**src/rtl/stage_melody_if.sv**
```systemverilog
// Note-ROM read port: the sequencer (master) issues a one-cycle read strobe with {song, index};
// the ROM (slave) returns {end, rest, note, dur} on the following cycle.
interface stage_melody_if #(
    parameter int unsigned ADDR_W = 8,
    parameter int unsigned DATA_W = 9
);
    logic              rom_rd;
    logic [ADDR_W-1:0] rom_addr;
    logic [DATA_W-1:0] rom_data;

    modport master (output rom_rd, output rom_addr, input rom_data);
    modport slave  (input rom_rd, input rom_addr, output rom_data);
endinterface

```
**src/rtl/stage_melody_seq.sv**
```systemverilog
// Per-stage melody sequencer: fetches {end, rest, note, dur} entries from a note ROM and drives the tone generator.
// Optional MELODY_GAP_EN inserts a silent one-tick GAP after every note or rest; otherwise notes play legato.
module stage_melody_seq #(
    parameter int unsigned TICK_MAX  = 1_500_000,
    parameter int unsigned SONG_CNT  = 4,
    parameter int unsigned SONG_LEN  = 64,
    parameter int unsigned NOTE_W    = 4,
    parameter int unsigned DUR_W     = 3,
    parameter logic [7:0]  SONG_MASK = 8'b0000_1110
) (
    input  logic              clk,
    input  logic              reset_n,
    input  logic [2:0]        cur_stage,
    input  logic              loop_en,
    stage_melody_if.master    rom,
    output logic              sound_en,
    output logic [NOTE_W-1:0] note_sel,
    output logic              busy,
    output logic              done
);

    localparam int unsigned IDX_W  = (SONG_LEN > 1) ? $clog2(SONG_LEN) : 1;
    localparam int unsigned SONG_W = (SONG_CNT > 1) ? $clog2(SONG_CNT) : 1;
    localparam int unsigned ADDR_W = SONG_W + IDX_W;
    localparam int unsigned PRE_W  = $clog2(TICK_MAX);

    typedef struct packed {
        logic              eom;
        logic              rest;
        logic [NOTE_W-1:0] note;
        logic [DUR_W-1:0]  dur;
    } entry_t;

`ifdef MELODY_GAP_EN
    typedef enum logic [2:0] {S_IDLE, S_FETCH, S_WAIT, S_PLAY, S_GAP} state_t;
`else
    typedef enum logic [1:0] {S_IDLE, S_FETCH, S_WAIT, S_PLAY} state_t;
`endif

    state_t              state_q, state_d;
    logic [2:0]          prev_stage_q;
    logic [IDX_W-1:0]    idx_q, idx_d;
    logic [PRE_W-1:0]    pre_q, pre_d;
    logic [DUR_W-1:0]    tcnt_q, tcnt_d;
    logic                sound_en_q, sound_en_d;
    logic [NOTE_W-1:0]   note_sel_q, note_sel_d;
    logic                busy_q, busy_d;
    logic                done_q, done_d;
    logic                rom_rd_q, rom_rd_d;
    logic [ADDR_W-1:0]   rom_addr_q, rom_addr_d;

    entry_t              ent_c;
    logic                change_c;
    logic                tick_c;
    logic                end_hit_c;
    logic [SONG_W-1:0]   song_c;

    assign ent_c    = rom.rom_data;
    assign change_c = (cur_stage != prev_stage_q);
    assign tick_c   = (pre_q == PRE_W'(TICK_MAX - 1));
    assign song_c   = SONG_W'(32'(cur_stage) % SONG_CNT);

    // Next-state and registered-output logic; a stage change overrides everything else.
    always_comb begin
        state_d    = state_q;
        idx_d      = idx_q;
        pre_d      = pre_q;
        tcnt_d     = tcnt_q;
        sound_en_d = sound_en_q;
        note_sel_d = note_sel_q;
        done_d     = 1'b0;
        end_hit_c  = 1'b0;

        case (state_q)
            S_IDLE: begin
                sound_en_d = 1'b0;
            end
            S_FETCH: begin
                state_d = S_WAIT;
            end
            S_WAIT: begin
                if (ent_c.eom) begin
                    end_hit_c = 1'b1;
                end else begin
                    pre_d      = '0;
                    tcnt_d     = ent_c.dur;
                    sound_en_d = !ent_c.rest;
                    if (!ent_c.rest) note_sel_d = ent_c.note;
                    state_d    = S_PLAY;
                end
            end
            S_PLAY: begin
                pre_d = tick_c ? '0 : pre_q + PRE_W'(1);
                if (tick_c) begin
                    if (tcnt_q == '0) begin
                        if (idx_q == IDX_W'(SONG_LEN - 1)) begin
                            end_hit_c = 1'b1;
                        end else begin
                            idx_d = idx_q + IDX_W'(1);
`ifdef MELODY_GAP_EN
                            sound_en_d = 1'b0;
                            state_d    = S_GAP;
`else
                            state_d    = S_FETCH;
`endif
                        end
                    end else begin
                        tcnt_d = tcnt_q - DUR_W'(1);
                    end
                end
            end
`ifdef MELODY_GAP_EN
            S_GAP: begin
                sound_en_d = 1'b0;
                pre_d      = tick_c ? '0 : pre_q + PRE_W'(1);
                if (tick_c) state_d = S_FETCH;
            end
`endif
            default: begin
                state_d = S_IDLE;
            end
        endcase

        if (end_hit_c) begin
            if (loop_en) begin
                idx_d   = '0;
                state_d = S_FETCH;
            end else begin
                done_d     = 1'b1;
                sound_en_d = 1'b0;
                state_d    = S_IDLE;
            end
        end

        if (change_c) begin
            sound_en_d = 1'b0;
            idx_d      = '0;
            done_d     = 1'b0;
            state_d    = SONG_MASK[cur_stage] ? S_FETCH : S_IDLE;
        end

        rom_rd_d   = (state_d == S_FETCH);
        rom_addr_d = rom_rd_d ? {song_c, idx_d} : rom_addr_q;
        busy_d     = (state_d != S_IDLE);
    end

    always_ff @(posedge clk or negedge reset_n) begin
        if (!reset_n) begin
            state_q      <= S_IDLE;
            prev_stage_q <= 3'd0;
            idx_q        <= '0;
            pre_q        <= '0;
            tcnt_q       <= '0;
            sound_en_q   <= 1'b0;
            note_sel_q   <= '0;
            busy_q       <= 1'b0;
            done_q       <= 1'b0;
            rom_rd_q     <= 1'b0;
            rom_addr_q   <= '0;
        end else begin
            state_q      <= state_d;
            prev_stage_q <= cur_stage;
            idx_q        <= idx_d;
            pre_q        <= pre_d;
            tcnt_q       <= tcnt_d;
            sound_en_q   <= sound_en_d;
            note_sel_q   <= note_sel_d;
            busy_q       <= busy_d;
            done_q       <= done_d;
            rom_rd_q     <= rom_rd_d;
            rom_addr_q   <= rom_addr_d;
        end
    end

    assign rom.rom_rd   = rom_rd_q;
    assign rom.rom_addr = rom_addr_q;
    assign sound_en     = sound_en_q;
    assign note_sel     = note_sel_q;
    assign busy         = busy_q;
    assign done         = done_q;

endmodule
```
**src/flat_wrapper.sv**
```systemverilog
// flat-port wrapper written by rule: the top's interface ports become plain ports
module stage_melody_seq_flat 
#(
    parameter int unsigned TICK_MAX  = 1_500_000,
    parameter int unsigned SONG_CNT  = 4,
    parameter int unsigned SONG_LEN  = 64,
    parameter int unsigned NOTE_W    = 4,
    parameter int unsigned DUR_W     = 3,
    parameter logic [7:0]  SONG_MASK = 8'b0000_1110
)
  (clk, reset_n, cur_stage, loop_en, sound_en, note_sel, busy, done, rom_rom_rd, rom_rom_addr, rom_rom_data);
  stage_melody_if rom_i ();
  input  logic clk;
  input  logic reset_n;
  input  logic [2:0] cur_stage;
  input  logic loop_en;
  output logic sound_en;
  output logic [NOTE_W-1:0] note_sel;
  output logic busy;
  output logic done;
  output wire logic [$bits(rom_i.rom_rd)-1:0] rom_rom_rd;
  output wire logic [$bits(rom_i.rom_addr)-1:0] rom_rom_addr;
  input wire logic [$bits(rom_i.rom_data)-1:0] rom_rom_data;
  assign rom_rom_rd = rom_i.rom_rd;
  assign rom_rom_addr = rom_i.rom_addr;
  assign rom_i.rom_data = rom_rom_data;
  stage_melody_seq #(.TICK_MAX(TICK_MAX), .SONG_CNT(SONG_CNT), .SONG_LEN(SONG_LEN), .NOTE_W(NOTE_W), .DUR_W(DUR_W), .SONG_MASK(SONG_MASK)) u_core (.clk(clk), .reset_n(reset_n), .cur_stage(cur_stage), .loop_en(loop_en), .rom(rom_i), .sound_en(sound_en), .note_sel(note_sel), .busy(busy), .done(done));
endmodule
```
**config.mk**
```make
export PLATFORM = sky130hd
export DESIGN_NAME = stage_melody_seq_flat
export DESIGN_NICKNAME = d
export VERILOG_FILES = /design/src/rtl/stage_melody_if.sv /design/src/rtl/stage_melody_seq.sv /design/src/flat_wrapper.sv
export SDC_FILE = /design/constraint.sdc
export NUM_CORES = 1
export LEC_CHECK = 0
export CAP_MARGIN = 15
export CORE_ASPECT_RATIO = 1.5
export CORE_UTILIZATION = 37
export CTS_BUF_LIST = sky130_fd_sc_hd__clkbuf_4 sky130_fd_sc_hd__clkbuf_8
export CTS_CLUSTER_SIZE = 14
export DETAILED_ROUTE_END_ITERATION = 10
export PLACE_DENSITY_LB_ADDON = 0.3
export SYNTH_ARGS = -nofsm -noshare
export SYNTH_HDL_FRONTEND = slang
export SYNTH_SLANG_ARGS = --single-unit
```
**constraint.sdc**
```tcl
create_clock -name clk -period 7.15 [get_ports clk]
set_clock_uncertainty 0.15 [all_clocks]
set_input_delay 1.43 -clock clk [delete_from_list [all_inputs] [get_ports clk]]
set_output_delay 1.43 -clock clk [all_outputs]
set_load 0.005 [all_outputs]
```
==> summary.md <==
| Metric | Value |
|---|---|
| Final setup TNS | `0 ps` |
| Final Cycle Share | `53.9%` |
| Design Area, Final | `0.00321 mm^2` |
| CTS tree | `built` |
| Drt via density | `5.58` |
| CP Cell Sequence | `clkdlybuf4s50_1 > xor2_1 > or3_1 > mux2_4 > or3_1 > mux2_4` |
| Gr ovfl total | `0` |
| First-pass GRT wire length | `10500 um` |
| FMAX | `260 MHz` |
| DRT Pass-1 Iters | `4` |
| Worst-margin pin slew | `935 ps` |
| Hold Crit Start | `u_core.note_sel[0]$_DFFE_PN0P_` |
| FF-to-FF path depth | `6` |
| Maximum root-to-sink buffer count | `2` |
| Top delay family on crit path | `simple AND/OR/NAND/NOR gates` |
| Slew HR | `37.1%` |
| Vias in the first global route | `2216` |
| Core area | `0.00699 mm^2` |
| Sequential area share after synthesis | `47.0%` |
| Largest cells by area after synthesis | `dfrtp_1 (47%), mux2_4 (3.9%), nand2_1 (3.9%)` |
| CTS clk-pin slew, worst paths | `80 ps` |
| Layout cell share with drive strength beyond 1 | `9.51%` |
| Final Hold Fails | `0` |
| FP Rows | `37` |
| PwrDens | `214 mW/mm^2` |
| Setup CP Type | `in -> reg` |
| Initial Utilization | `38.8%` |
| Critical path's largest stage delay | `580 ps` |
| Most common cell in the synthesized netlist | `dfrtp_1` |
| Asr flop ratio synth | `100%` |
| # resized after CTS | `0` |
| Share of the synthesized area in the top cell type | `47.0%` |
| DR iter-0 viols | `168` |
| Main synth FF type | `dfrtp_1` |
| Multi-input logic area | `0.00135 mm^2` |
| Yosys cell types | `52` |
| Synth Area per Inst | `9.90 um^2` |
| Ant. Diodes | `0` |
| Worst setup margin | `3300 ps` |
| Cell area after synthesis | `0.00271 mm^2` |
| Routed Wire Length | `6160 um` |
| Yosys warns | `0` |
| CP Max Fanout | `9` |
| Hold endpoint | `u_core.note_sel[0]$_DFFE_PN0P_` |
| Synth-to-Final Area Change | `18.1%` |
| Max H-tree Level | `2` |
| Run status | `finished clean` |
| # IOs | `31` |
| Crit path buffers/inverters | `1` |
| Final ANT Viol Nets | `0` |
| Post-layout minimum cycle time | `3850 ps` |
| Dpl cell area | `0.00310 mm^2` |
| Die area | `0.00769 mm^2` |
| R2r startpoint | `u_core.pre_q[0]$_DFFE_PN0P_` |
| LEAKAGE | `1.31 nW` |
| Worst-Skew Late Latency | `300 ps` |
| Worst IR drop on VDD | `0.128 mV` |
| RD Place Congestion | `0.895` |
| Post-DP HPWL | `4580 um` |
| Max cap viols | `0` |
| Register area | `0.00128 mm^2` |
| Fill count | `677` |
| Finished Core Util | `45.9%` |
| Post-CTS Setup Inserts | `0` |
| Gr usage total | `17.5%` |
| PortBufs | `30` |
| CP required | `7190 ps` |
| Final setup fails | `0` |
| Yosys top cell by area | `dfrtp_1` |
| Commonest cells post-synth | `dfrtp_1 (51), nand2_1 (28), nor2_1 (19)` |
| Routed via count | `2242` |
| Syn Inst Count | `274` |
| Hold path depth | `1` |
| RSZ-0062 raised after global routing | `no` |
| WP data arrival | `3890 ps` |
| Seq cells post-synth | `51` |
| Worst Hold Class | `reg -> reg` |
| Wirelength per Cell | `15.3 um` |
| Total CTS buffers | `5` |
| Remaining DRCs | `0` |
| Die Ht | `107 um` |
| Worst Setup End Kind | `register` |
| Clock net sink count | `51` |
| R2r setup slk | `4080 ps` |
| Initial antenna violation count | `0` |
| Net count after synthesis | `293` |
| Startpoint Class | `input port` |
| Hold Buf Count CTS | `0` |
| Root Buffer | `clkbuf_8` |
| Layout Nets | `323` |
| Slew Limit Fails | `0` |
| Pin count of the biggest net entering global routing | `52` |
| FF-to-FF End | `u_core.rom.rom_addr[5]$_DFFE_PN0N_` |
| Post-synth EDFFs | `0` |
| Slowest cell on crit path | `or3_1` |
| Post-Place Setup Slack | `2970 ps` |
| Die Wd | `71.9 um` |
-- layout by cell type, fill, tap and decap left out, drive strengths merged, types with 3 or more instances in the layout --
cell type,instances
a211oi,3
a21o,3
a21oi,9
a31oi,4
and2,4
and3,7
buf,3
clkbuf,8
clkdlybuf4s50,29
dfrtp,51
ha,4
inv,13
mux2,11
nand2,28
nand3,13
nand4,5
nor2,19
nor3,8
nor4,9
nor4b,5
o21ai,13
o31ai,6
or3,3
or4,4
xnor2,9
xor2,3
-- final cells by class --
class                           instances  area share (%)
Clock buffer                            8            3.24
Inverter                               13            1.52
Multi-Input combinational cell        201            42.0
Sequential cell                        51            39.8
Tap cell                               97            3.79
Timing Repair Buffer                   32            9.68
-- how the worst max path moves through the flow --
stage	slack, ps	depth (start not counted)	endpoint	startpoint
2_1_floorplan	3700	7	u_core.rom.rom_addr[0]$_DFFE_PN0N_	cur_stage[0]
3_3_place_gp	3020	6	u_core.rom.rom_addr[1]$_DFFE_PN0N_	cur_stage[0]
3_5_place_dp	2970	6	u_core.rom.rom_addr[5]$_DFFE_PN0N_	cur_stage[0]
4_1_cts	3290	6	u_core.rom.rom_addr[5]$_DFFE_PN0N_	cur_stage[0]
5_1_grt	3240	6	u_core.rom.rom_addr[5]$_DFFE_PN0N_	cur_stage[0]
6_report	3300	6	u_core.rom.rom_addr[5]$_DFFE_PN0N_	cur_stage[0]
-- state kept, by name, summed over array words and instances (netlist names), 2 cells and up --
signal               flops
u_core.rom.rom_addr      8
u_core.pre_q            21
u_core.prev_stage_q      3
u_core.idx_q             6
u_core.note_sel          4
u_core.state_q           2
u_core.tcnt_q            3
-- worst reg2reg max path, cell delays in order (launching register included) --
cell and delay (ps):
dfrtp_1 410, ha_1 300, nand4_1 230, or4_1 620, nor4b_2 410, or3_1 480
mux2_4 350
-- per-layer routing --
metal / up-vias / track usage, % / part of all wire (%)
met3: 13 / 2.44 / 3.7
met1: 1097 / 21.0 / 41
met5: - / 0 / 0
met2: 59 / 30.1 / 53
li1: 1073 / - / -
met4: 0 / 8.96 / 2.8
-- metrics by stage --
stage               power [mW]  hold WS (ps)  std cells
floorplan                0.452           336        274
global placement         0.505           340        394
detailed placement       0.511           343        394
CTS                      0.697           373        402
global route             0.731           387        402
finish                   0.686           364        402
-- logic make-up after synthesis --
kind of cell,Yosys count,share of synthesized area (%)
simple gates,113,22.4
fa+ha+maj,4,1.84
compound gates,60,15.5
mux,12,5.90
xor+xnor,12,3.87
flops,51,47.0
buf+inv,22,3.41
-- power breakdown --
part / total (mW) / switching [mW] / leakage, nW / internal [mW]
clock: 0.182 / 0.0898 / 0.0549 / 0.0922
sequential: 0.376 / 0.0438 / 0.673 / 0.332
combinational: 0.129 / 0.0626 / 0.586 / 0.0662
No activity file was read; power rests on OpenSTA's default activity.
